===== config.mk =====
export PLATFORM = sky130hd
export DESIGN_NAME = cpureg_sequencer
export DESIGN_NICKNAME = d
export VERILOG_FILES = /design/src/rtl/cpureg_sequencer.sv
export SDC_FILE = /design/constraint.sdc
export NUM_CORES = 1
export LEC_CHECK = 0
export CORE_ASPECT_RATIO = 2
export CORE_MARGIN = 5
export CORE_UTILIZATION = 52
export DETAILED_ROUTE_END_ITERATION = 10
export PLACE_DENSITY = 0.88
export SLEW_MARGIN = 25
export SYNTH_ARGS = -nofsm -noshare
export SYNTH_HDL_FRONTEND = slang
export SYNTH_SLANG_ARGS = --single-unit

===== constraint.sdc =====
create_clock -name clk -period 2.35 [get_ports clk]
set_clock_uncertainty 0.2 [all_clocks]
set_input_delay 0.3525 -clock clk [delete_from_list [all_inputs] [get_ports clk]]
set_output_delay 0.3525 -clock clk [all_outputs]
set_load 0.01 [all_outputs]

===== src/rtl/cpureg_sequencer.sv =====
// cpureg_sequencer: expands one accepted command into timed wr/rd/M strobes on a shared data bus
module cpureg_sequencer #(
  parameter int WR_CYCLES = 1,
  parameter int RD_CYCLES = 2
) (
  input  logic       clk,
  input  logic       clr,
  input  logic       cmd_valid,
  output logic       cmd_ready,
  input  logic [2:0] cmd_op,
  input  logic [1:0] cmd_ra,
  input  logic [7:0] cmd_data,
  input  logic [7:0] rdata,
  output logic [1:0] RA,
  output logic       wr,
  output logic       rd,
  output logic [1:0] M,
  output logic [7:0] dout,
  output logic [7:0] result,
  output logic       done,
  output logic       err,
  output logic       busy
);
  typedef enum logic [2:0] {IDLE, WRITE, READ, PCOP, DONE} state_t;
  localparam logic [2:0] WRREG = 3'd1, RDREG = 3'd2, LDPC = 3'd3, INCPC = 3'd4, MOVRP = 3'd5, FILL = 3'd6;
  localparam logic [3:0] WR_LAST = 4'(WR_CYCLES - 1);
  localparam logic [3:0] RD_LAST = 4'(RD_CYCLES - 1);
  state_t state;
  logic [2:0] op;
  logic [7:0] data;
  logic [3:0] cnt;
  logic [1:0] idx;
  assign cmd_ready = state == IDLE && !clr;
  assign busy = state != IDLE;
  always_ff @(posedge clk or posedge clr)
    if (clr) begin
      state <= IDLE;
      op <= '0;
      data <= '0;
      cnt <= '0;
      idx <= '0;
      RA <= '0;
      wr <= 1'b0;
      rd <= 1'b0;
      M <= 2'b00;
      dout <= '0;
      result <= '0;
      done <= 1'b0;
      err <= 1'b0;
    end else
      case (state)
        IDLE: if (cmd_valid) begin
          op <= cmd_op;
          data <= cmd_data;
          err <= cmd_op == 3'd7;
          cnt <= '0;
          idx <= '0;
          case (cmd_op)
            WRREG, FILL: begin
              state <= WRITE;
              wr <= 1'b1;
              RA <= cmd_op == FILL ? 2'd0 : cmd_ra;
              dout <= cmd_data;
            end
            RDREG, MOVRP: begin
              state <= READ;
              rd <= 1'b1;
              RA <= cmd_ra;
            end
            LDPC: begin
              state <= PCOP;
              M <= 2'b01;
              dout <= cmd_data;
            end
            INCPC: begin
              state <= PCOP;
              M <= 2'b10;
            end
            default: begin
              state <= DONE;
              done <= 1'b1;
            end
          endcase
        end
        WRITE: if (cnt != WR_LAST) cnt <= cnt + 4'd1;
        else if (op == FILL && idx != 2'd3) begin
          // wr stays high while stepping to the next register
          cnt <= '0;
          idx <= idx + 2'd1;
          RA <= idx + 2'd1;
          dout <= data + {6'd0, idx} + 8'd1;
        end else begin
          wr <= 1'b0;
          done <= 1'b1;
          state <= DONE;
        end
        READ: if (cnt != RD_LAST) cnt <= cnt + 4'd1;
        else begin
          rd <= 1'b0;
          result <= rdata;
          if (op == MOVRP) begin
            data <= rdata;
            dout <= rdata;
            M <= 2'b01;
            state <= PCOP;
          end else begin
            done <= 1'b1;
            state <= DONE;
          end
        end
        PCOP: begin
          M <= 2'b00;
          done <= 1'b1;
          state <= DONE;
        end
        DONE: begin
          done <= 1'b0;
          state <= IDLE;
        end
        default: state <= IDLE;
      endcase
endmodule


# Word-level counts from Yosys, hierarchy flattened
# Index checks and enable logic that the tools add are counted.
[totals]
regBits = 44
elab_cells = 126
[op_classes]
addsub = 4
n_eq_ne = 30
mux = 50
bitwise = 1
reduce_logical = 28
[op_table]
columns = ["cell", "count"]
rows = [
  ["$mux 8", 7],
  ["$pmux 8 s3", 1],
  ["$ne 2x2->1 const B", 11],
  ["$eq 3x3->1 const B", 7],
  ["$reduce_and 4->1", 5],
  ["$mux 2", 8],
  ["$mux 4", 4],
  ["$pmux 2 s2", 4],
  ["$pmux 8 s2", 1],
  ["$mux 3", 5],
  ["$reduce_and 5->1", 3],
  ["$reduce_and 7->1", 2],
  ["$mux 1", 13],
  ["$eq 3x2->1 const B", 4],
  ["$pmux 3 s4", 1],
  ["$pmux 4 s3", 1],
  ["$pmux 3 s3", 1],
  ["$reduce_bool 3->1", 3],
  ["$add 8x1->8 const B", 1],
  ["$add 8x2->8", 1],
  ["$eq 3x1->1 const B", 2],
  ["$ne 3x1->1 const B", 2],
  ["$pmux 2 s3", 1],
  ["$reduce_or 2->1", 3],
  ["17 further kinds", 22],
]

# Longest topological paths before layout
# Gate-level depths: netlist of run 1.
[depth]
ltp_word = 5
mapped_depth = 8
mapped_depth_nobuf = 7

# Worst setup path after synthesis of run 1
# Ideal clock, no wire load.
[synth_path]
path_type = "reg-to-reg"
from = "register cnt[1]"
to = "register dout[0]"
setup_ns = 0.125
arrival_time_ns = 1.760
path_slack_ns = 0.265
stages_incl_launch_ff = 8
period_less_slack_ns = 2.085
path_cell_list = "dfrtp_1 inv_1 ha_1 or3b_1 clkbuf_2 o21ai_2 nand3_2 mux2_2"
[synth_between]
elab_chain_len = 3
[synth_rtl]
columns = ["item", "line", "source"]
rows = [
  ["start: declaration", "31", "logic [3:0] cnt;"],
  ["start signal: assignment", "85", "WRITE: if (cnt != WR_LAST) cnt <= cnt + 4'd1;"],
  ["start signal: assignment", "97", "READ: if (cnt != RD_LAST) cnt <= cnt + 4'd1;"],
  ["$ne 4x1->1 or $reduce_bool 4->1 (tied branches)", "97, 85", ""],
  ["$ne 2x2->1 (no source line)", "n/a", ""],
  ["$reduce_and 7->1 (no source line) *", "n/a", ""],
  ["end signal: assignment", "73", "dout <= cmd_data;"],
  ["end signal: assignment", "91", "dout <= data + {6'd0, idx} + 8'd1;"],
  ["end signal: assignment", "103", "dout <= rdata;"],
  ["end: declaration", "18", "output logic [7:0] dout,"],
]
# Mark *: on every way between the ends. The rest lies on a longest branch, timed or not.
# A chain may end at the register's enable or synchronous reset.

# Worst setup path after layout of run 1
[layout_path]
from = "register cnt[0]"
to = "register cnt[2]"
[layout_between]
elab_chain_len = 3
[layout_rtl]
columns = ["item", "line"]
rows = [
  ["$add 4x1->4 (tied with other cells)", "85, 97"],
  ["$mux 4 (tied with other cells)", "97"],
  ["$pmux 4 s3 or $reduce_and 4->1 (tied branches)", "n/a"],
]
# Parallel ways exist; a longest one is shown, timed or not. The select of a mux whose other input is x is not followed.

==> flow_summary.json, run 1 <==
{
  "outcome": "complete, no violations",
  "syn_area_mm2": 0.00254,
  "ctsLongestPathBuffers": 2,
  "clkSlewWorstSetupHoldPaths_ps": 80,
  "synth.area.mux_share_pct": 13.6,
  "cp.arrival_ps": 2220,
  "finalInstanceArea_mm2": 0.00331,
  "hold_path_depth": 2,
  "antenna_found_initial": 0,
  "coreArea_mm2": 0.00482,
  "cts_sinks": 44,
  "required_ps": 2340,
  "dp_cells": 356,
  "fin_crit_ps": 2230,
  "root_buffer": "clkbuf_8",
  "syn-instance-count": 243,
  "vdd_drop_max_uv": 1020,
  "fmax_ghz": 0.449,
  "fin_util_pct": 68.7,
  "finalHoldViolations": 0,
  "rsz0062_at_grt": "false",
  "finalCritPeriodShare_pct": 94.7,
  "yosys.area_share.simple_pct": 15.5,
  "yosysMostFrequentCell": "dfrtp_1",
  "yosysUniqueCellTypes": 53,
  "timing.slew.headroom_pct": 62.0,
  "maxUsedRoutingLayer": "met4",
  "holdPathEnd": "err$_DFFE_PP0P_",
  "initial_core_util_pct": 52.8,
  "vias": 2200,
  "routed_via_density": 6.03,
  "io_pins": 50,
  "crit_type": "flip-flop to flip-flop",
  "cts_max_level": 2,
  "worstSkewPairLatency_ps": 300,
  "r2r_cells": 6,
  "grt_overflow_total": 0,
  "synthTopCellsByCount": "44 x dfrtp_1, 20 x mux2_2, 17 x o21ai_0",
  "synth_fp_nets": 274,
  "drv_cap": 0,
  "ant_nets": 0,
  "firstDrtPassIters": 4,
  "wl_met3_um": 315,
  "syn_area_per_cell_um2": 10.5,
  "drive_gt1_share_pct": 20.8,
  "layout.cells.non_filler": 365,
  "setup_tns_ps": 0,
  "synth_top_family_by_area": "compound AO/OA/AOI/OAI gates",
  "synth_top_area_share_pct": 43.3,
  "async_flop_share_pct": 100,
  "drc_errors": 0,
  "yosys.area.top_type": "dfrtp_1",
  "synth_flop_cell": "dfrtp_1",
  "grt_max_degree": 45,
  "synth_xor_area_share_pct": 3.79,
  "setup_violations": 0,
  "cp-end-kind": "flip-flop",
  "nets": 338,
  "hold_class": "flip-flop to flip-flop",
  "final.fill_count": 361,
  "r2r_end": "cnt[2]$_DFFE_PP0P_",
  "synth_warnings": 0,
  "p_per_area_mw_per_mm2": 1270,
  "area_growth_pct": 30.1,
  "slew_viol_final": 0,
  "grt_pass1_wl_um": 10700,
  "die_h_um": 109,
  "cts-hold-fix-buffers": 0,
  "synth-seq-area-share_pct": 43.3,
  "post_drt_wl_per_cell_um": 18.0,
  "drt_wl_total_um": 6550,
  "wl_met1_um": 2020,
  "detail_route.iter0.violations": 40,
  "preCtsSetupSlack_ps": 89.5,
  "post_dp_cell_area_mm2": 0.00319,
  "reg2reg_from": "cnt[0]$_DFFE_PP0P_",
  "path_max_fanout": 6,
  "synth-compound-area-share_pct": 16.8,
  "port_buffers": 49,
  "p_leak_nw": 1.38,
  "diodes": 0,
  "num_rows": 36,
  "ff2ff_setup_slack_ps": 120,
  "grt_pass1_vias": 2389,
  "worstMarginPinSlew_ps": 570,
  "cts_buffers": 5,
  "dp_hpwl_um": 5010,
  "dr_wl_met2_um": 3850,
  "die_area_mm2": 0.00648,
  "startpoint_type": "flip-flop",
  "die_w_um": 59.5,
  "netlist_top_cells_area": "dfrtp_1 43%, mux2_2 8.8%, mux2i_1 4.7%",
  "cts_tree": "done",
  "hp-start": "err$_DFFE_PP0P_",
  "grt_usage_pct": 22.1,
  "synth_seq_cells": 44,
  "fin_ws_ps": 124,
  "synth_edf_count": 0,
  "synth_adder_area_share_pct": 3.44,
  "gp_congestion": 0.938
}
==> critical path, cell delays in order, from the launching register on <==
cell,delay (ps)
dfrtp_1,420
inv_1,120
ha_1,200
or3b_4,410
or2_0,230
o221a_2,320
a32o_1,230
==> area by class of cell <==
class,count,area [µm²],area share (%)
clock inverter,3,42.5,1.28
sequential,44,1100,33.3
clock buffer,5,68.8,2.08
multi-input combinational,181,1350,40.8
tap,57,71.3,2.15
inverter,7,26.3,0.793
timing repair buffer,68,648,19.6
==> routing by layer <==
metal	global-route usage, %	up-vias
met1	20.2	1069
met3	3.44	31
met4	15.2	0
met5	0	-
met2	41.8	85
li1	-	1015
==> how the worst max path moves through the flow <==
stage                           to  cells past startpoint            startpoint
2_1_floorplan  dout[0]$_DFFE_PP0P_                      7    cnt[1]$_DFFE_PP0P_
3_3_place_gp      M[1]$_DFFE_PP0P_                      6             cmd_op[2]
3_5_place_dp      M[0]$_DFFE_PP0P_                      6             cmd_op[2]
4_1_cts                  cmd_ready                      3  state[2]$_DFFE_PP0P_
5_1_grt           done$_DFFE_PP0P_                      8    cnt[1]$_DFFE_PP0P_
6_report        cnt[2]$_DFFE_PP0P_                      6    cnt[0]$_DFFE_PP0P_
==> through the flow <==
stage	power, mW	hold WS, ps
2_1_floorplan	2.69	255
3_3_place_gp	3.54	266
3_5_place_dp	3.61	281
4_1_cts	4.23	301
5_1_grt	4.49	320
6_report	4.21	300
==> where the power goes <==
group	switching, mW	internal, mW
clock network	0.265	0.315
registers	0.248	1.11
logic	1.10	1.18
==> state kept, by name (all words and copies together) (netlist names) <==
signal / flops
result: 8
data: 8
err: 1
state: 3
cnt: 4
done: 1
wr: 1
dout: 8
idx: 2
op: 3
RA: 2
rd: 1
M: 2
==> timing repair <==
item / 4_1_cts / 5_1_grt
pin swaps: 0 / 1
resized for setup: 1 / 2
endpoints found under the setup margin: 1 / 3
setup buffers: 1 / 0
==> cells in the final DEF, fill, tap and decap left out, types with 2 or more instances in the layout <==
cell	synthesis	layout
a211oi_1	3	3
a21boi_0	2	2
a21oi_1	11	11
a22o_1	3	3
a22oi_1	2	2
a32oi_1	2	2
and2_1	2	2
buf_4	2	18
clkbuf_8	0	5
clkdlybuf4s50_1	0	48
dfrtp_1	44	43
ha_1	7	7
inv_1	7	6
mux2_2	20	20
mux2i_1	12	12
nand2_1	16	16
nand2b_1	2	2
nand3_1	8	8
nand3b_1	3	3
nand4_1	2	2
nor2_1	11	11
nor2b_1	5	5
nor3_1	2	2
o211ai_1	4	4
o21ai_0	17	17
o21ai_1	3	3
o21ai_2	5	5
o21bai_1	2	2
or3_1	3	3
or3b_2	3	3
xor2_1	10	10
==> cell families after synthesis <==
group                    count (synthesis)
multiplexers                            32
XOR/XNOR                                11
AO/OA/AOI/OAI                           64
flip-flops                              44
adder cells (fa/ha/maj)                  7
buffers and inverters                   18
AND/OR/NAND/NOR                         67
Note: power is estimated with default switching activity, not from simulation.
==> inputs of run 2 (changes only) <==
PLACE_DENSITY = 0.9   (was 0.88)
clock period = 2.25 ns   (was 2.35 ns; I/O delays follow)
==> run 2 against run 1 <==
Sequential share of layout area decreased by 0.67 points. Critical path depth unchanged. Flip-flop and latch count unchanged. Register-to-register slack got worse by 120 ps. Core utilization increased by 1.3 points. Non-clock buffer count increased by 6. Die area unchanged. Cell area increased by 1.9%. Clock power decreased by 10%. Routed wire length increased by 3.5%. Worst hold slack got worse by 120 ps. Critical path type unchanged. Largest cell class unchanged.
==> flow_summary.json, run 2 (synthesized netlist as in run 1, its figures left out) <==
{
  "outcome": "complete, no violations",
  "grt_usage_pct": 23.8,
  "diodes": 0,
  "antenna_found_initial": 0,
  "slew_viol_final": 0,
  "gp_congestion": 0.974,
  "p_int_mw": 2.71,
  "setup_violations": 0,
  "initial_core_util_pct": 52.8,
  "die_w_um": 59.5,
  "io_pins": 50,
  "path_max_fanout": 8,
  "cts_tree": "done",
  "worstMarginPinSlew_ps": 652,
  "coreArea_mm2": 0.00482,
  "path_cells": "ha_1, and4bb_2, nand3_1, a32oi_2, nand3_4, mux2_4",
  "firstDrtPassIters": 5,
  "pwr-share-comb_pct": 56.6,
  "drv_cap": 0,
  "top_regs": "data (8), dout (8), result (8)",
  "cp.arrival_ps": 2240,
  "p_sw_mw": 1.74,
  "vias": 2192,
  "area_growth_pct": 32.6,
  "post_drt_wl_per_cell_um": 18.3,
  "finalHoldViolations": 0,
  "cts_buffers": 5,
  "cts_max_level": 2,
  "startpoint_type": "flip-flop",
  "sw_frac_of_total_pct": 39.2,
  "routed_via_density": 5.91,
  "num_rows": 36,
  "die_h_um": 109,
  "grt_overflow_total": 0,
  "rsz0062_at_grt": "true",
  "die_area_mm2": 0.00648,
  "drive_gt1_share_pct": 23.6,
  "finalCritPeriodShare_pct": 100,
  "ant_nets": 0,
  "multi_input_area_mm2": 0.00138,
  "r2r_cells": 6,
  "timing.slew.headroom_pct": 56.2,
  "p_per_area_mw_per_mm2": 1320,
  "vdd_drop_max_uv": 1030,
  "power_frac_clock_pct": 11.7,
  "worstSkewPairLatency_ps": 310,
  "cts_sinks": 44,
  "crit_type": "flip-flop to flip-flop",
  "ctsLongestPathBuffers": 2,
  "fin_crit_ps": 2250,
  "final.fill_count": 332,
  "cts-hold-fix-buffers": 0,
  "required_ps": 2240,
  "regArea_mm2": 0.00110,
  "root_buffer": "clkbuf_8",
  "p_leak_nw": 1.41,
  "grt_max_degree": 30,
  "drt_wl_total_um": 6780,
  "final_cell_mix": "48 x clkdlybuf4s50_1, 44 x dfrtp_1, 23 x buf_4",
  "fin_util_pct": 70.0,
  "grt_pass1_vias": 2398,
  "seqPwrFrac_pct": 31.6,
  "dp_hpwl_um": 5130,
  "ff2ff_setup_slack_ps": 0.3,
  "fmax_ghz": 0.445,
  "detail_route.iter0.violations": 77,
  "port_buffers": 49,
  "hold_class": "input pin to async pin",
  "nets": 344,
  "drc_errors": 0,
  "finalInstanceArea_mm2": 0.00338,
  "crit_slowest_cell": "dfrtp_1",
  "cp-end-kind": "flip-flop",
  "post_dp_cell_area_mm2": 0.00324,
  "clkSlewWorstSetupHoldPaths_ps": 90,
  "cpPeakStageDelay_ps": 410,
  "final_common_cell": "clkdlybuf4s50_1",
  "grt_pass1_wl_um": 11400
}
==> run 2: routing by layer <==
| layer | up-vias | part of all wire (%) | global-route usage, % |
|---|---|---|---|
| met3 | 23 | 4.8 | 5.57 |
| met5 | - | 0 | 0 |
| met1 | 1067 | 34 | 22.8 |
| li1 | 1024 | - | - |
| met2 | 78 | 56 | 43.3 |
| met4 | 0 | 4.9 | 14.7 |
==> run 2: cell type report <==
cell class | count | area share [%]
clock buffer | 7 | 2.56
timing repair buffer | 74 | 20.8
inverter | 7 | 0.778
sequential | 44 | 32.6
tap | 57 | 2.11
clock inverter | 1 | 0.222
multi-input combinational | 181 | 40.9
==> run 2: path summary, 6_finish.rpt <==
path                                        end          startpoint
max in group asynchronous    cnt[0]$_DFFE_PP0P_                 clr
hold reg to reg                 err$_DFFE_PP0P_     err$_DFFE_PP0P_
min in group clk                err$_DFFE_PP0P_     err$_DFFE_PP0P_
setup reg to reg            dout[1]$_DFFE_PP0P_  idx[0]$_DFFE_PP0P_
hold / removal             state[1]$_DFFE_PP0P_                 clr
setup / recovery            dout[1]$_DFFE_PP0P_  idx[0]$_DFFE_PP0P_
==> run 2: repair_timing <==
item                       4_1_cts  5_1_grt
pin swaps                        0        2
hold endpoints to repair         0        0
resized for setup                1        9
setup endpoints to repair        1       14
buffers inserted                 0        1
==> run 2: worst max-delay path, delay by kind of cell, from the launching register on <==
kind	cells	cell delay (ps)
AO/OA/AOI/OAI	1	270
adder cells (fa/ha/maj)	1	220
flip-flops	1	410
multiplexers	1	340
AND/OR/NAND/NOR	3	720
==> run 2: metrics by stage <==
step | TNS (ps) | power [mW] | std cells | hold WS, ps | worst slack [ps]
after floorplan | 0 | 2.81 | 243 | 255 | 165
after global placement | 0 | 3.74 | 362 | 261 | 44.7
after detailed placement | 0 | 3.83 | 362 | 280 | 27.4
after CTS | 0 | 4.37 | 370 | 191 | 30.9
after global routing | -518 | 4.76 | 371 | 229 | -80.8
final | 0 | 4.45 | 371 | 178 | 0.313
==> run 2: power groups by stage <==
stage	logic, mW	registers (mW)	clock network, mW
finish	2.52	1.41	0.522
global route	2.74	1.46	0.567
CTS	2.43	1.40	0.534
global placement	2.34	1.40	0
floorplan	1.34	1.47	0
detailed placement	2.42	1.41	0
==> inputs of run 3 (changes only) <==
CAP_MARGIN = 40   (was default)
==> results of run 3 <==
Same layout as run 2: the final DEF is identical, and so are final timing and power.
